$ cat config.mk
export PLATFORM = sky130hd
export DESIGN_NAME = maxnet_iter_ctrl
export DESIGN_NICKNAME = d
export VERILOG_FILES = /design/src/rtl/maxnet_iter_ctrl.sv
export SDC_FILE = /design/constraint.sdc
export NUM_CORES = 1
export LEC_CHECK = 0
export BUFFER_PORTS_ARGS = -buffer_cell sky130_fd_sc_hd__buf_4
export CAP_MARGIN = 20
export CORE_MARGIN = 4
export CORE_UTILIZATION = 54
export DETAILED_ROUTE_END_ITERATION = 10
export PLACE_DENSITY = 0.78
export SLEW_MARGIN = 20
export SYNTH_ARGS = -nofsm -noshare
export SYNTH_HDL_FRONTEND = slang
export SYNTH_SLANG_ARGS = --single-unit
export TNS_END_PERCENT = 20
$ cat constraint.sdc
create_clock -name clk -period 1.7 [get_ports clk]
set_input_delay 0.17 -clock clk [delete_from_list [all_inputs] [get_ports clk]]
set_output_delay 0.17 -clock clk [all_outputs]
set_load 0.01 [all_outputs]
$ cat src/rtl/maxnet_iter_ctrl.sv
// maxnet_iter_ctrl: iteration controller for the iterative winner-search datapath.
// Sequences LOAD -> ACT -> MULT -> ADD -> CHECK and loops back to ACT until the
// datapath reports found, the iteration limit is reached, or the run is aborted.
//
// Ports:
//   clk, rst          rising-edge clock, synchronous active-high reset
//   start             begin a run (honoured in IDLE and DONE only)
//   abort             drop a run in progress back to IDLE
//   found             datapath convergence flag (looked at in CHECK only)
//   mainRegWrite      load input vector into main registers
//   actWrite          write activation register
//   multWrite         write multiplier output register (last MULT cycle)
//   addWrite          write accumulator register (last ADD cycle)
//   sel               activation source: 0 = main regs, 1 = feedback
//   busy, done        run in progress / one-cycle completion pulse
//   timeout           sticky: last run hit the iteration limit
//   found_flag        sticky: last run converged
//   iter_count        completed non-converged passes
//
// All outputs are registers; the strobes, busy and done are loaded from the
// state being entered, so they read as a Moore decode of the current state.
module maxnet_iter_ctrl #(
    parameter int unsigned MULT_LAT = 1,
    parameter int unsigned ADD_LAT  = 1,
    parameter int unsigned MAX_ITER = 16,
    parameter int unsigned ITER_W   = 8
) (
    input  logic              clk,
    input  logic              rst,
    input  logic              start,
    input  logic              abort,
    input  logic              found,
    output logic              mainRegWrite,
    output logic              actWrite,
    output logic              multWrite,
    output logic              addWrite,
    output logic              sel,
    output logic              busy,
    output logic              done,
    output logic              timeout,
    output logic              found_flag,
    output logic [ITER_W-1:0] iter_count
);

    localparam int unsigned CNT_W = 4;
    localparam logic [CNT_W-1:0]  MULT_LAST = CNT_W'(MULT_LAT - 1);
    localparam logic [CNT_W-1:0]  ADD_LAST  = CNT_W'(ADD_LAT - 1);
    localparam logic [ITER_W-1:0] ITER_LAST = ITER_W'(MAX_ITER - 1);

    typedef enum logic [2:0] {
        S_IDLE,
        S_LOAD,
        S_ACT,
        S_MULT,
        S_ADD,
        S_CHECK,
        S_DONE
    } state_t;

    state_t           state;
    logic [CNT_W-1:0] stage_cnt;

    // State, stage counter and all registered outputs.
    always_ff @(posedge clk) begin
        if (rst) begin
            state        <= S_IDLE;
            stage_cnt    <= '0;
            mainRegWrite <= 1'b0;
            actWrite     <= 1'b0;
            multWrite    <= 1'b0;
            addWrite     <= 1'b0;
            sel          <= 1'b0;
            busy         <= 1'b0;
            done         <= 1'b0;
            timeout      <= 1'b0;
            found_flag   <= 1'b0;
            iter_count   <= '0;
        end else begin
            mainRegWrite <= 1'b0;
            actWrite     <= 1'b0;
            multWrite    <= 1'b0;
            addWrite     <= 1'b0;
            done         <= 1'b0;
            busy         <= 1'b1;

            if (abort && (state != S_IDLE) && (state != S_DONE)) begin
                // Abort outranks found and the limit check; flags and count hold.
                state     <= S_IDLE;
                stage_cnt <= '0;
                busy      <= 1'b0;
            end else begin
                case (state)
                    S_IDLE, S_DONE: begin
                        if (start) begin
                            state        <= S_LOAD;
                            iter_count   <= '0;
                            timeout      <= 1'b0;
                            found_flag   <= 1'b0;
                            sel          <= 1'b0;
                            mainRegWrite <= 1'b1;
                        end else begin
                            state <= S_IDLE;
                            busy  <= 1'b0;
                        end
                    end
                    S_LOAD: begin
                        state    <= S_ACT;
                        actWrite <= 1'b1;
                    end
                    S_ACT: begin
                        state     <= S_MULT;
                        stage_cnt <= '0;
                        multWrite <= (MULT_LAT == 1);
                    end
                    S_MULT: begin
                        if (stage_cnt == MULT_LAST) begin
                            state     <= S_ADD;
                            stage_cnt <= '0;
                            addWrite  <= (ADD_LAT == 1);
                        end else begin
                            stage_cnt <= stage_cnt + CNT_W'(1);
                            multWrite <= ((stage_cnt + CNT_W'(1)) == MULT_LAST);
                        end
                    end
                    S_ADD: begin
                        if (stage_cnt == ADD_LAST) begin
                            state     <= S_CHECK;
                            stage_cnt <= '0;
                        end else begin
                            stage_cnt <= stage_cnt + CNT_W'(1);
                            addWrite  <= ((stage_cnt + CNT_W'(1)) == ADD_LAST);
                        end
                    end
                    S_CHECK: begin
                        if (found) begin
                            // Convergence wins over a coincident limit.
                            state      <= S_DONE;
                            found_flag <= 1'b1;
                            done       <= 1'b1;
                            busy       <= 1'b0;
                        end else if (iter_count == ITER_LAST) begin
                            state      <= S_DONE;
                            iter_count <= iter_count + ITER_W'(1);
                            timeout    <= 1'b1;
                            done       <= 1'b1;
                            busy       <= 1'b0;
                        end else begin
                            state      <= S_ACT;
                            iter_count <= iter_count + ITER_W'(1);
                            sel        <= 1'b1;
                            actWrite   <= 1'b1;
                        end
                    end
                    default: begin
                        state <= S_IDLE;
                        busy  <= 1'b0;
                    end
                endcase
            end
        end
    end

endmodule

**Word-level counts from Yosys, hierarchy flattened**

Index checks and enable logic that the tools add are counted.

- Word-level logic and storage cells: 82
- Register bits: 24
- Output and inout bits: 17
- Input bits: 5

- Muxes and demuxes: 31
- Reduce and logical (&&, ||, !) cells: 19
- Add/sub/neg operators: 2
- Bitwise gates (word level): 3
- Eq/ne operators: 15

Operators by type and width:

| kind | number |
|---|---|
| 3-bit one-hot mux with 6 select lines | 1 |
| 8-bit two-way mux | 2 |
| 8-bit one-hot mux with 2 select lines | 1 |
| 1-bit two-way mux | 14 |
| 2-bit != test (second input constant) | 7 |
| 3-bit two-way mux | 4 |
| 1-bit one-hot mux with 2 select lines | 6 |
| 5-bit AND reduction | 2 |
| 3-bit equality test (second input constant) | 3 |
| 8-bit by 1-bit adder with 8-bit output (second input constant) | 1 |
| 8-bit by 4-bit equality test with 1-bit output (second input constant) | 1 |
| 4-bit zero test | 2 |
| 4-bit one-hot mux with 2 select lines | 1 |
| 4-bit AND reduction | 2 |
| 3-bit by 2-bit equality test with 1-bit output (second input constant) | 2 |
| 2-bit OR reduction | 3 |
| 3-bit OR reduction | 2 |
| 4-bit by 1-bit adder with 4-bit output (second input constant) | 1 |
| 4-bit two-way mux | 1 |
| 2-bit nonzero test | 2 |
| 4-bit OR reduction | 1 |
| 3-bit by 1-bit equality test with 1-bit output (second input constant) | 1 |
| 3-bit zero test | 1 |
| 3-bit != test (second input constant) | 1 |
| 5 further kinds | 8 |

**Longest topological paths before layout**

- Depth in word-level cells: 5
- Mapped depth: 7

**Worst setup path after synthesis**

OpenSTA, ideal clock, no wires.

- Path kind: reg-to-reg
- From: reg state[2]
- To: reg state[0]
- Stages on the path, launching flop included: 7
- Data required time: 1.643 ns
- Arrival: 1.429 ns
- Path buffers: 1
- Setup time: 0.057 ns
- Slack: 0.214 ns
- Cells stage by stage: dfxtp_1 -> buf_6 -> inv_1 -> ha_1 -> nand3b_1 -> a221oi_1 -> o21ba_2

- Cells in the longest elaborated chain, start to end: 4

RTL lines:

| what | RTL line | RTL |
|---|---|---|
| start: declaration | 60 | `state_t state;` |
| start signal: assignment | 66 | `state <= S_IDLE;` |
| start signal: assignment | 88 | `state <= S_IDLE;` |
| start signal: assignment | 95 | `state <= S_LOAD;` |
| branches (longest 4 deep; another with 3-bit one-hot mux with 6 select lines) | - |  |

Parallel ways; which one is timed is not known.
A chain may end at the register's enable or synchronous reset.

**Final worst setup path**

- From: reg state[0]
- To: reg iter_count[6]

- Cells in the longest elaborated chain, start to end: 5

RTL lines:

| what | RTL line | RTL |
|---|---|---|
| branches (longest 5 deep; another with 4-bit AND reduction) | - |  |
| end signal: assignment | 143 | `iter_count <= iter_count + ITER_W'(1);` |
| end signal: assignment | 149 | `iter_count <= iter_count + ITER_W'(1);` |
| end: declaration | 42 | `output logic [ITER_W-1:0] iter_count` |

Parallel ways; which one is timed is not known.

==> impl_metrics.csv <==
group,metric,value,unit
clock_tree,cts_max_level,1,
drt,drt-initial-drc-count,28,
clock_tree,clock_latency,0.31,ns
drt,firstDrtPassIters,4,
drt,routed_wl,2890,um
die,die_h,56.8,um
synth,yosys.area.top_type_share,37.3,%
synth,avgSynthCellArea,8.36,um2
synth,synth_seq_cells,24,
clock_tree,clock-sinks,24,
synth,yosysWarnings,0,
synth,yosysTopAreaCell,"dfxtp_1",
drt,drc_errors,0,
synth,syn_area,1290,um2
timing,post-route-min-period,1.62,ns
place,port_buffers,21,
drt,wl_per_cell,13.8,um
power,vdd_drop_max,0.525,mV
clock_tree,numCtsBuffers,3,
timing,maxSlewHeadroom,67.7,%
clock_tree,cts_hold_buf,0,
timing,tightest_slew,0.485,ns
place,routabilityCongestion,0.807,
final_layout,diodes,0,
synth,synth.distinct_cells,45,
synth,syn_nets,163,
synth,yosysSeqAreaShare,37.3,%
worst_setup_path,worstPathRequired,1.95,ns
clock_tree,tritoncts,"yes",
die,die_w,56.8,um
drt,viasPerCell,5.77,
die,core-area,2230,um2
drt,ant_nets,0,
timing,fin_crit_sh,95.0,%
power,leakagePower,0.615,nW
timing,finalSetupViolations,0,
timing,hold_viol_final,0,
worst_setup_path,crit_fanout,16,
synth,synthTopCellsByArea,"dfxtp_1, a21oi_1, nor2_1",
clock_tree,clk_pin_slew,0.13,ns
power,cellPowerDensity,893,nW/um2
global_routing,grt_max_degree,17,
timing,finalWorstSetupSlack,0.0845,ns
die,start_util,57.6,%
synth,synth-async-reset-ratio,0,%
final_layout,area_growth,21.4,%
global_routing,grt.total_usage,18.2,%
drt,via_count,1205,
timing,fmax,619,MHz
synth,synth_cells,154,
run_status,status,"complete, no violations",
global_routing,grt_pass1_vias,1125,
timing,maxSlewViolCount,0,
worst_setup_path,critPathKind,"flip-flop to flip-flop",
timing,fin_worst_skew,0.00126,ns
worst_setup_path,cp.arrival,1.86,ns
die,pin_count,22,
job,drv_cap,0,
clock_tree,clockBufferDepth,2,
clock_tree,cts_root_buf,"clkbuf_4",
global_routing,antenna_found_initial,0,
place,dpl_worst_slack,0.107,ns
final_layout,final_util,70.0,%
timing,whs,0.0587,ns
global_routing,grt_overflow,0,
synth,ys.flop_type,"dfxtp_1",
worst_setup_path,cp-start-kind,"flip-flop",
place,dp_hpwl,2140,um
min_path,hold_path.class,"input port to flip-flop",
die,dieArea,3230,um2
global_routing,grt_pass1_wl,4800,um
worst_setup_path,endpoint_kind,"flip-flop",
die,fp-row-count,17,
final_layout,finalNetCount,191,
synth,synth_edf_count,0,
final_layout,drive_gt1_share,24.9,%
## layer usage
metal,global-route usage (%),share of wire (%)
met3,2.53,4.8
met2,29.7,47
met4,5.63,0.90
met5,0,0
met1,24.8,47
## cell families (layout without fill, tap and decap cells)
| family | count (synthesis) | count (layout) | share of synthesized area (%) |
|---|---|---|---|
| flops | 24 | 24 | 37.3 |
| compound gates | 46 | 46 | 22.4 |
| buf+inv | 13 | 40 | 5.44 |
| fa+ha+maj | 4 | 4 | 3.89 |
| mux | 1 | 1 | 0.777 |
| xor+xnor | 1 | 1 | 1.26 |
| simple gates | 65 | 65 | 28.9 |
## worst max-delay path: stages (launching register included)
cell and delay [ns]:
dfxtp_1 0.65, nand3b_4 0.14, o2bb2a_4 0.27, or3_1 0.36
a21oi_1 0.14
## flip-flops by register name, summed over array words and instances, names as in the netlist
register      flops
iter_count        8
stage_cnt         4
done              1
multWrite         1
mainRegWrite      1
addWrite          1
found_flag        1
busy              1
state             3
actWrite          1
sel               1
timeout           1
## synthesized netlist by cell type (2+ instances only)
cell	count
a31oi_1	2
nand3_1	6
ha_1	4
a21oi_1	21
clkbuf_1	2
nor3_1	4
nand2_1	11
o21a_1	2
nor4_1	3
buf_2	2
or3_1	7
nand4_1	2
o21ai_0	9
nand2b_1	2
buf_6	2
dfxtp_1	24
nor2_1	14
and3_1	2
nand3b_1	3
inv_1	6
o22ai_1	2
## timing repair
| item | in CTS | in global routing |
|---|---|---|
| resized for setup | 0 | 3 |
| setup endpoints to repair | 0 | 3 |
| setup buffers | 0 | 0 |
## through the flow
step	instances	power (W)	instance area [um2]	TNS (ns)
after floorplan	154	0.000880	1290	0
after global placement	205	0.000981	1500	0
after detailed placement	205	0.000991	1500	0
after CTS	209	0.00140	1550	0
after global routing	209	0.00148	1560	-0.0196
final	209	0.00140	1560	0
## path summary, 6_finish.rpt
kind                           startpoint                          to  slack, ns  cells past startpoint
setup / recovery    state[0]$_SDFFE_PP0P_  iter_count[6]$_SDFFE_PP0P_       0.08                      4
hold / removal                        rst  iter_count[1]$_SDFFE_PP0P_       0.06                      2
setup reg to reg    state[0]$_SDFFE_PP0P_  iter_count[6]$_SDFFE_PP0P_       0.08                      4
hold reg to reg   found_flag$_SDFFE_PP0P_     found_flag$_SDFFE_PP0P_       0.48                      2
## power breakdown
| part | total (W) | internal [W] | switching, W |
|---|---|---|---|
| Sequential | 0.000650 | 0.000601 | 0.0000490 |
| Combinational | 0.000340 | 0.000163 | 0.000177 |
| Clock | 0.000406 | 0.000238 | 0.000168 |
| Total | 0.00140 | 0.00100 | 0.000394 |
## cells in the final DEF, fill, tap and decap left out, drive strengths merged, types with 3 or more instances in the layout
| cell | instances |
|---|---|
| buf | 30 |
| dfxtp | 24 |
| a21oi | 22 |
| nor2 | 14 |
| nand2 | 11 |
| o21ai | 9 |
| or3 | 7 |
| inv | 6 |
| nand3 | 6 |
| nor3 | 4 |
| ha | 4 |
| nand3b | 4 |
| nor4 | 3 |
| clkbuf | 3 |
## final cells by class
type / count / area, um2
inverter: 6 / 22.5
tap: 28 / 35.0
fill: 205 / 671
sequential: 24 / 482
clock inverter: 1 / 30.0
clock buffer: 3 / 22.5
timing repair buffer: 30 / 225
multi-input combinational: 117 / 746
No activity file was read; power rests on OpenSTA's default activity.
